`src/rtl/proc_pkg.sv`:
```
`default_nettype none
// ============================================================================
// Module      : proc_pkg
// Description : Shared types and constants for the instruction/data port arbiter.
// Revision    : 1.0 - initial release
// ============================================================================
package proc_pkg;

    localparam int WORD_W = 22;

    typedef enum logic [1:0] {
        IDLE    = 2'd0,
        IF_BUSY = 2'd1,
        DM_BUSY = 2'd2,
        RESP    = 2'd3
    } arb_state_t;

endpackage
`default_nettype wire

```
`src/rtl/arb_starve_counter.sv`:
```
`default_nettype none
// ============================================================================
// Module      : arb_starve_counter
// Description : Saturating count of data grants made while a fetch is waiting.
// Revision    : 1.0 - initial release
// ============================================================================
module arb_starve_counter #(
    parameter int LIMIT = 4
) (
    input  logic clk,
    input  logic rst,
    input  logic inc,
    input  logic clr,
    output logic at_limit
);

    localparam int c_cnt_w = (LIMIT < 1) ? 1 : $clog2(LIMIT + 1);
    localparam logic [c_cnt_w-1:0] c_limit = c_cnt_w'(LIMIT);

    logic [c_cnt_w-1:0] r_cnt;

    always_ff @(posedge clk) begin
        if (rst) begin
            r_cnt <= '0;
        end else if (clr) begin
            r_cnt <= '0;
        end else if (inc && (r_cnt != c_limit)) begin
            r_cnt <= r_cnt + 1'b1;
        end
    end

    assign at_limit = (r_cnt == c_limit);

endmodule
`default_nettype wire

```
`src/rtl/imem_dmem_port_arbiter.sv`:
```
`default_nettype none
// ============================================================================
// Module      : imem_dmem_port_arbiter
// Description : Shares one variable-latency memory port between fetch and data.
// Revision    : 1.0 - initial release
// ============================================================================
module imem_dmem_port_arbiter
    import proc_pkg::*;
#(
    parameter int WIDTH        = WORD_W,
    parameter int STARVE_LIMIT = 4
) (
    input  logic             clk,
    input  logic             rst,
    input  logic             if_req,
    input  logic [WIDTH-1:0] if_addr,
    input  logic             redirect,
    input  logic             dm_req,
    input  logic             dm_we,
    input  logic [WIDTH-1:0] dm_addr,
    input  logic [WIDTH-1:0] dm_wdata,
    input  logic [WIDTH-1:0] mem_rdata,
    input  logic             mem_ready,
    output logic             mem_req,
    output logic             mem_we,
    output logic [WIDTH-1:0] mem_addr,
    output logic [WIDTH-1:0] mem_wdata,
    output logic             if_valid,
    output logic [WIDTH-1:0] if_instr,
    output logic             dm_valid,
    output logic [WIDTH-1:0] dm_rdata,
    output logic             stallF,
    output logic             stallM
);

    arb_state_t       r_state;
    arb_state_t       w_state_nxt;
    logic             r_is_fetch;
    logic             r_drop;
    logic             r_mem_we;
    logic [WIDTH-1:0] r_mem_addr;
    logic [WIDTH-1:0] r_mem_wdata;
    logic [WIDTH-1:0] r_if_instr;
    logic [WIDTH-1:0] r_dm_rdata;
    logic             w_grant_if;
    logic             w_grant_dm;
    logic             w_at_limit;
    logic             w_starve_inc;
    logic             w_starve_clr;

    // A stale PC (redirect) can never be granted; data otherwise wins unless fetch is starved.
    always_comb begin
        w_grant_if = 1'b0;
        w_grant_dm = 1'b0;
        if (r_state == IDLE) begin
            w_grant_if = if_req && !redirect && (!dm_req || w_at_limit);
            w_grant_dm = dm_req && !w_grant_if;
        end
    end

    assign w_starve_inc = w_grant_dm && if_req;
    assign w_starve_clr = w_grant_if || ((r_state == IDLE) && !if_req);

    arb_starve_counter #(
        .LIMIT (STARVE_LIMIT)
    ) u_starve (
        .clk      (clk),
        .rst      (rst),
        .inc      (w_starve_inc),
        .clr      (w_starve_clr),
        .at_limit (w_at_limit)
    );

    always_ff @(posedge clk) begin
        if (rst) begin
            r_state <= IDLE;
        end else begin
            r_state <= w_state_nxt;
        end
    end

    always_comb begin
        w_state_nxt = r_state;
        case (r_state)
            IDLE: begin
                if (w_grant_dm) begin
                    w_state_nxt = DM_BUSY;
                end else if (w_grant_if) begin
                    w_state_nxt = IF_BUSY;
                end
            end
            IF_BUSY, DM_BUSY: begin
                if (mem_ready) begin
                    w_state_nxt = RESP;
                end
            end
            RESP:    w_state_nxt = IDLE;
            default: w_state_nxt = IDLE;
        endcase
    end

    always_ff @(posedge clk) begin
        if (rst) begin
            r_is_fetch  <= 1'b0;
            r_drop      <= 1'b0;
            r_mem_we    <= 1'b0;
            r_mem_addr  <= '0;
            r_mem_wdata <= '0;
            r_if_instr  <= '0;
            r_dm_rdata  <= '0;
        end else begin
            if (w_grant_dm) begin
                r_is_fetch  <= 1'b0;
                r_mem_we    <= dm_we;
                r_mem_addr  <= dm_addr;
                r_mem_wdata <= dm_wdata;
            end else if (w_grant_if) begin
                r_is_fetch  <= 1'b1;
                r_mem_we    <= 1'b0;
                r_mem_addr  <= if_addr;
                r_mem_wdata <= dm_wdata;
            end
            if ((r_state == IF_BUSY) && mem_ready) begin
                r_if_instr <= mem_rdata;
            end
            if ((r_state == DM_BUSY) && mem_ready && !r_mem_we) begin
                r_dm_rdata <= mem_rdata;
            end
            // The fetch in flight still runs to completion; only its delivery is suppressed.
            if ((r_state == IF_BUSY) && redirect) begin
                r_drop <= 1'b1;
            end else if (r_state == RESP) begin
                r_drop <= 1'b0;
            end
        end
    end

    always_comb begin
        mem_req  = (r_state == IF_BUSY) || (r_state == DM_BUSY);
        if_valid = (r_state == RESP) && r_is_fetch && !r_drop && !redirect;
        dm_valid = (r_state == RESP) && !r_is_fetch;
    end

    assign mem_we    = r_mem_we;
    assign mem_addr  = r_mem_addr;
    assign mem_wdata = r_mem_wdata;
    assign if_instr  = r_if_instr;
    assign dm_rdata  = r_dm_rdata;
    assign stallF    = if_req & ~if_valid;
    assign stallM    = dm_req & ~dm_valid;

endmodule
`default_nettype wire
```
`config.mk`:
```
export PLATFORM = sky130hd
export DESIGN_NAME = imem_dmem_port_arbiter
export DESIGN_NICKNAME = d
export VERILOG_FILES = /design/src/rtl/proc_pkg.sv /design/src/rtl/arb_starve_counter.sv /design/src/rtl/imem_dmem_port_arbiter.sv
export SDC_FILE = /design/constraint.sdc
export NUM_CORES = 1
export LEC_CHECK = 0
export BUFFER_PORTS_ARGS = -buffer_cell sky130_fd_sc_hd__buf_2
export CORE_MARGIN = 8
export CORE_UTILIZATION = 49
export DETAILED_ROUTE_END_ITERATION = 16
export GPL_ROUTABILITY_DRIVEN = 0
export PLACE_DENSITY = 0.84
export SYNTH_ARGS = -nofsm -noshare
export SYNTH_HDL_FRONTEND = slang
export SYNTH_SLANG_ARGS = --single-unit
export TNS_END_PERCENT = 5
```
`constraint.sdc`:
```
create_clock -name clk -period 4.3 [get_ports clk]
set_clock_uncertainty 0.05 [all_clocks]
set_input_delay 0.645 -clock clk [delete_from_list [all_inputs] [get_ports clk]]
set_output_delay 0.645 -clock clk [all_outputs]
set_load 0.005 [all_outputs]
```
# Yosys cells after proc, flatten, opt, wreduce, memory -nomap -nowiden
# Index checks and enable logic that the tools add are counted.
# totals
regBits	96
input_bits	95
output_inout_bits	94
wordCells	66
# classes
add_sub_neg	1
mux	14
n_bitwise	4
n_reduce_logical	31
n_eq_ne	7
# op_table
operator	count
2-to-1 mux 22 bit	4
logical AND 1 bit	14
zero test 1 bit	7
2-to-1 mux 1 bit	6
2-to-1 mux 2 bit	3
inequality test 3 bit (second input constant)	2
case mux 2 bit (3 select lines)	1
OR reduction 2 bit	3
equality test 2 bit (second input constant)	2
nonzero test 2 bit	2
adder 3 x 1 -> 3 bit (second input constant)	1
equality test 3 bit (second input constant)	1
logical OR 1 bit	3
AND 1 bit	2
equality test 2 x 1 -> 1 bit (second input constant)	1
zero test 2 bit	1
inequality test 2 bit (second input constant)	1
NOT 1 bit	2
AND reduction 2 bit	1

# Depth between registers and ports, before layout
# logic_depth
depth_word	8
mapped_depth	8
ltp_nobuf	6

# Cells and area by module
# Synthesis repeated with hierarchy kept, for this count alone.
# hier_totals
cells_unflattened	474
hier_area_um2	3983.8
# modules_own_cells
module	area_each_um2	seq_area_each_um2	cells_each	n_inst
imem_dmem_port_arbiter	3796.1	1861.8	456	1
arb_starve_counter	187.7	60.1	18	1

# Worst setup path before layout
# Ideal clock, no wire load.
# synth_timing
path_kind	input -> output
startpoint	in redirect
endpoint	out stallF
stages	2
slack_ns	2.597
required_time_ns	3.605
arrival_time_ns	1.008
path_buffers	0
cell_sequence	and4bb_2 > nor2b_1
# synth_via
elab_chain_len	4
# synth_rtl
item	line	text
start: declaration	imem_dmem_port_arbiter.sv:17	input logic redirect,
zero test 1 bit	imem_dmem_port_arbiter.sv:140	if_valid = (r_state == RESP) && r_is_fetch && !r_drop && !redirect;
logical AND 1 bit	imem_dmem_port_arbiter.sv:140	
NOT 1 bit	imem_dmem_port_arbiter.sv:149	assign stallF = if_req & ~if_valid;
AND 1 bit	imem_dmem_port_arbiter.sv:149	
end: declaration	imem_dmem_port_arbiter.sv:32	output logic stallF,
# Every way passes these cells.

# Final worst setup path
# layout_timing
startpoint	reg r_state[0]
endpoint	reg r_mem_addr[6], in the netlist mem_addr[6]
# layout_via
elab_chain_len	3
elab_cells_between_ends	5
classes_between	mux: 3; reduce/logical: 2
# layout_rtl
item	line	text
start: declaration	imem_dmem_port_arbiter.sv:36	arb_state_t r_state;
start signal: assignment	imem_dmem_port_arbiter.sv:78	r_state <= w_state_nxt;
zero test 2 bit *	imem_dmem_port_arbiter.sv:55	if (r_state == IDLE) begin
2-to-1 mux 1 bit	imem_dmem_port_arbiter.sv:55	
2-to-1 mux 22 bit / nonzero test 2 bit (equally long branches)	--	
end signal: assignment	imem_dmem_port_arbiter.sv:115	r_mem_addr <= dm_addr;
end signal: assignment	imem_dmem_port_arbiter.sv:120	r_mem_addr <= if_addr;
end: declaration	imem_dmem_port_arbiter.sv:41	logic [WIDTH-1:0] r_mem_addr;
# Mark *: on every way between the ends. The rest lies on a longest branch, timed or not.
# A chain may end at the register's enable or synchronous reset.

==> results.tsv <==
stage	metric	value	unit
run_status	status	completed	
sta	max_freq	435	MHz
clocking	post_cts_resized	0	
synth	synthesis.area	3870	um2
route	num_vias	3861	
worst_setup_path	cp_slowest_cell	a21boi_4	
route	drc	0	
finish	fin_nets	746	
flow_run	cap_violations	0	
sta	setup_tns	0	ns
clocking	cts_sinks	96	
clocking	clk_path_buf_depth	2	
synth	yosysUniqueCellTypes	38	
synth	synth_warnings	0	
finish	drive_above_1_share	0.364	
route	first_pass_iters	4	
finish	syn_to_final_growth	29.1	%
synth	yosysSeqAreaShare	0.497	
synth	synthMostInstantiatedCell	nand2_1	
clocking	cts_setup_buffers	0	
finish	antenna_cells	0	
floorplan	die_width	105	um
clocking	cts_buffers	9	
synth	async_flop_share	0	
worst_setup_path	cp_max_fo	44	
route	via_per_inst	5.14	
worst_setup_path	reg2reg_slack	2.00	ns
worst_setup_path	crit_chain	inv_1 > ha_1 > a21boi_4 > nor2_1 > a211oi_2	
clocking	ctsHoldBuffers	0	
worst_setup_path	worst_r2r_startpoint	r_state[0]	
sta	worst_pin_slew	1.16	ns
grt	grt_max_degree	95	
grt	gr-total-overflow	0	
min_path	hold_path_class	reg -> reg	
synth	netlist.area_leader.share	0.497	
sta	hold_viol_final	0	
worst_setup_path	reg2reg_to	mem_addr[6]	
worst_setup_path	cpPeakStageDelay	0.96	ns
finish	multi_input_area	1770	um2
worst_setup_path	cp-start-kind	flop	
sta	finalCritPeriodShare	0.534	
floorplan	ios	189	
place	dp_hpwl	8480	um
synth	syn_area_per_cell	8.17	um2
synth	synthCells	473	
floorplan	die_h	105	um
sta	rsz0062_at_grt	no	
synth	synthTopCellsByArea	dfxtp_1, nand2_1, a21oi_1	
route	initialDrtViolationCount	110	
synth	syn_nets	575	
sta	post-route-min-period	2.30	ns
finish	fill_cells	707	
min_path	min-delay-start	if_instr[8]	
grt	grt_pass1_vias	3809	
clocking	root_buffer	clkbuf_8	
min_path	hold_end	if_instr[8]	
synth	synth-edff-count	0	
pwr	p_per_area	557	nW/um2
worst_setup_path	crit_family	compound AO/OA/AOI/OAI gates	
grt	grt_pass1_wl	18400	um
floorplan	initial_core_util	0.503	
clocking	cts_tree	built	
synth	synth_commonest_cells	nand2_1, dfxtp_1, a21oi_1, nor2_1, clkbuf_1	
grt	antenna_found_initial	0	
finish	regArea	1920	um2
clocking	path_clk_slew	0.09	ns
pwr	peakVddDrop	275	uV
route	ant_nets	0	
worst_setup_path	arrival	2.50	ns
place	port_buffers	188	
synth	yosys.area.top_type	dfxtp_1	
floorplan	dieArea	11000	um2
worst_setup_path	cp_data_required_time	4.50	ns
clocking	cts_max_level	3	
grt	grtUsageTotal	0.198	
sta	hold_slack	0.405	ns
worst_setup_path	crit_buf_inv	1	
route	routedWlPerCell	15.1	um
finish	final_cells	751	
min_path	hold_depth	2	
floorplan	coreArea	7690	um2
worst_setup_path	crit_type	reg -> reg	
floorplan	num_rows	32	
synth	synth_seq_cells	96	
worst_setup_path	rr_worst_depth	5	
pwr	p_leak	2.31	nW
worst_setup_path	end_kind	flop	
route	drt-total-wl	11300	um
place	dpl.cell_count	735	
sta	maxSlewHeadroom	0.227	
clocking	clk_latency	0.34	ns
sta	setup_viol	0	
synth	ys.flop_type	dfxtp_1	
sta	drv_slew	0	
==> worst min-delay path, cell delays in order (launching register included) <==
cell and delay (ns):
dfxtp_1 0.31, nand2_1 0.05, a21oi_1 0.05
==> cells by family (layout without fill, tap and decap cells) <==
logic type,Yosys count,count (layout),share of synthesized area
simple gates,205,205,0.209
fa+ha+maj,7,7,0.0227
buf+inv,37,213,0.0456
flops,96,96,0.497
xor+xnor,1,1,0.00227
compound gates,126,126,0.220
mux,1,1,0.00259
==> how the worst max path moves through the flow <==
stage | cells after the start | end | slack [ns] | start
final | 5 | mem_addr[6] | 2.00 | r_state[0]
after global routing | 6 | mem_addr[16] | 1.80 | r_state[0]
after CTS | 5 | mem_addr[6] | 1.97 | r_state[0]
after detailed placement | 5 | mem_addr[6] | 1.86 | redirect
after global placement | 5 | mem_addr[13] | 1.97 | redirect
after floorplan | 2 | stallF | 2.60 | redirect
==> sequential cells by signal, summed over array words and instances, names as in the netlist <==
signal	cells
dm_rdata	22
if_instr	22
mem_addr	22
mem_wdata	22
mem_we	1
r_drop	1
r_is_fetch	1
r_state	2
u_starve.r_cnt	3
==> layer usage <==
metal,share of wire,vias up,GRT usage
li1,-,1903,-
met1,0.39,1799,0.214
met2,0.50,145,0.346
met3,0.095,14,0.0762
met4,0.014,0,0.0703
met5,0,-,0
==> cells in the final DEF, fill, tap and decap left out, drive strengths merged <==
cell type / n
nand2b: 2
ha: 7
a22oi: 1
a31oi: 2
o21ai: 3
dfxtp: 96
or2: 1
mux2i: 1
nor3: 2
a2bb2oi: 1
and2b: 1
nand2: 161
nand3: 2
nor2: 31
xnor2: 1
a21oi: 91
a211oi: 23
and4bb: 1
and2: 2
a21o: 1
a21boi: 2
nor2b: 2
buf: 191
clkinv: 2
clkbuf: 9
a32o: 1
inv: 11
a32oi: 1
==> power by group <==
| part | internal, W | switching (W) | total (W) |
|---|---|---|---|
| sequential | 0.00107 | 0.0000951 | 0.00117 |
| clock | 0.000223 | 0.000328 | 0.000551 |
| combinational | 0.000416 | 0.000640 | 0.00106 |
| total | 0.00171 | 0.00106 | 0.00278 |
==> through the flow <==
step	worst slack (ns)	power, W	cell area [um2]	utilization
6_report	2.00	0.00278	4990	0.649
5_1_grt	1.80	0.00297	4990	0.649
4_1_cts	1.97	0.00281	4990	0.649
3_5_place_dp	1.86	0.00225	4810	0.625
3_3_place_gp	1.97	0.00220	4810	0.625
2_1_floorplan	2.60	0.00189	3870	-
==> cell type report <==
type,count,area share
inverters,6,0.00451
multi-input cells,340,0.354
clock buffers,9,0.0248
repair buffers,191,0.194
flip-flops and latches,96,0.385
well taps,102,0.0256
clock inverters,7,0.0120
Note: power is estimated with default switching activity, not from simulation.
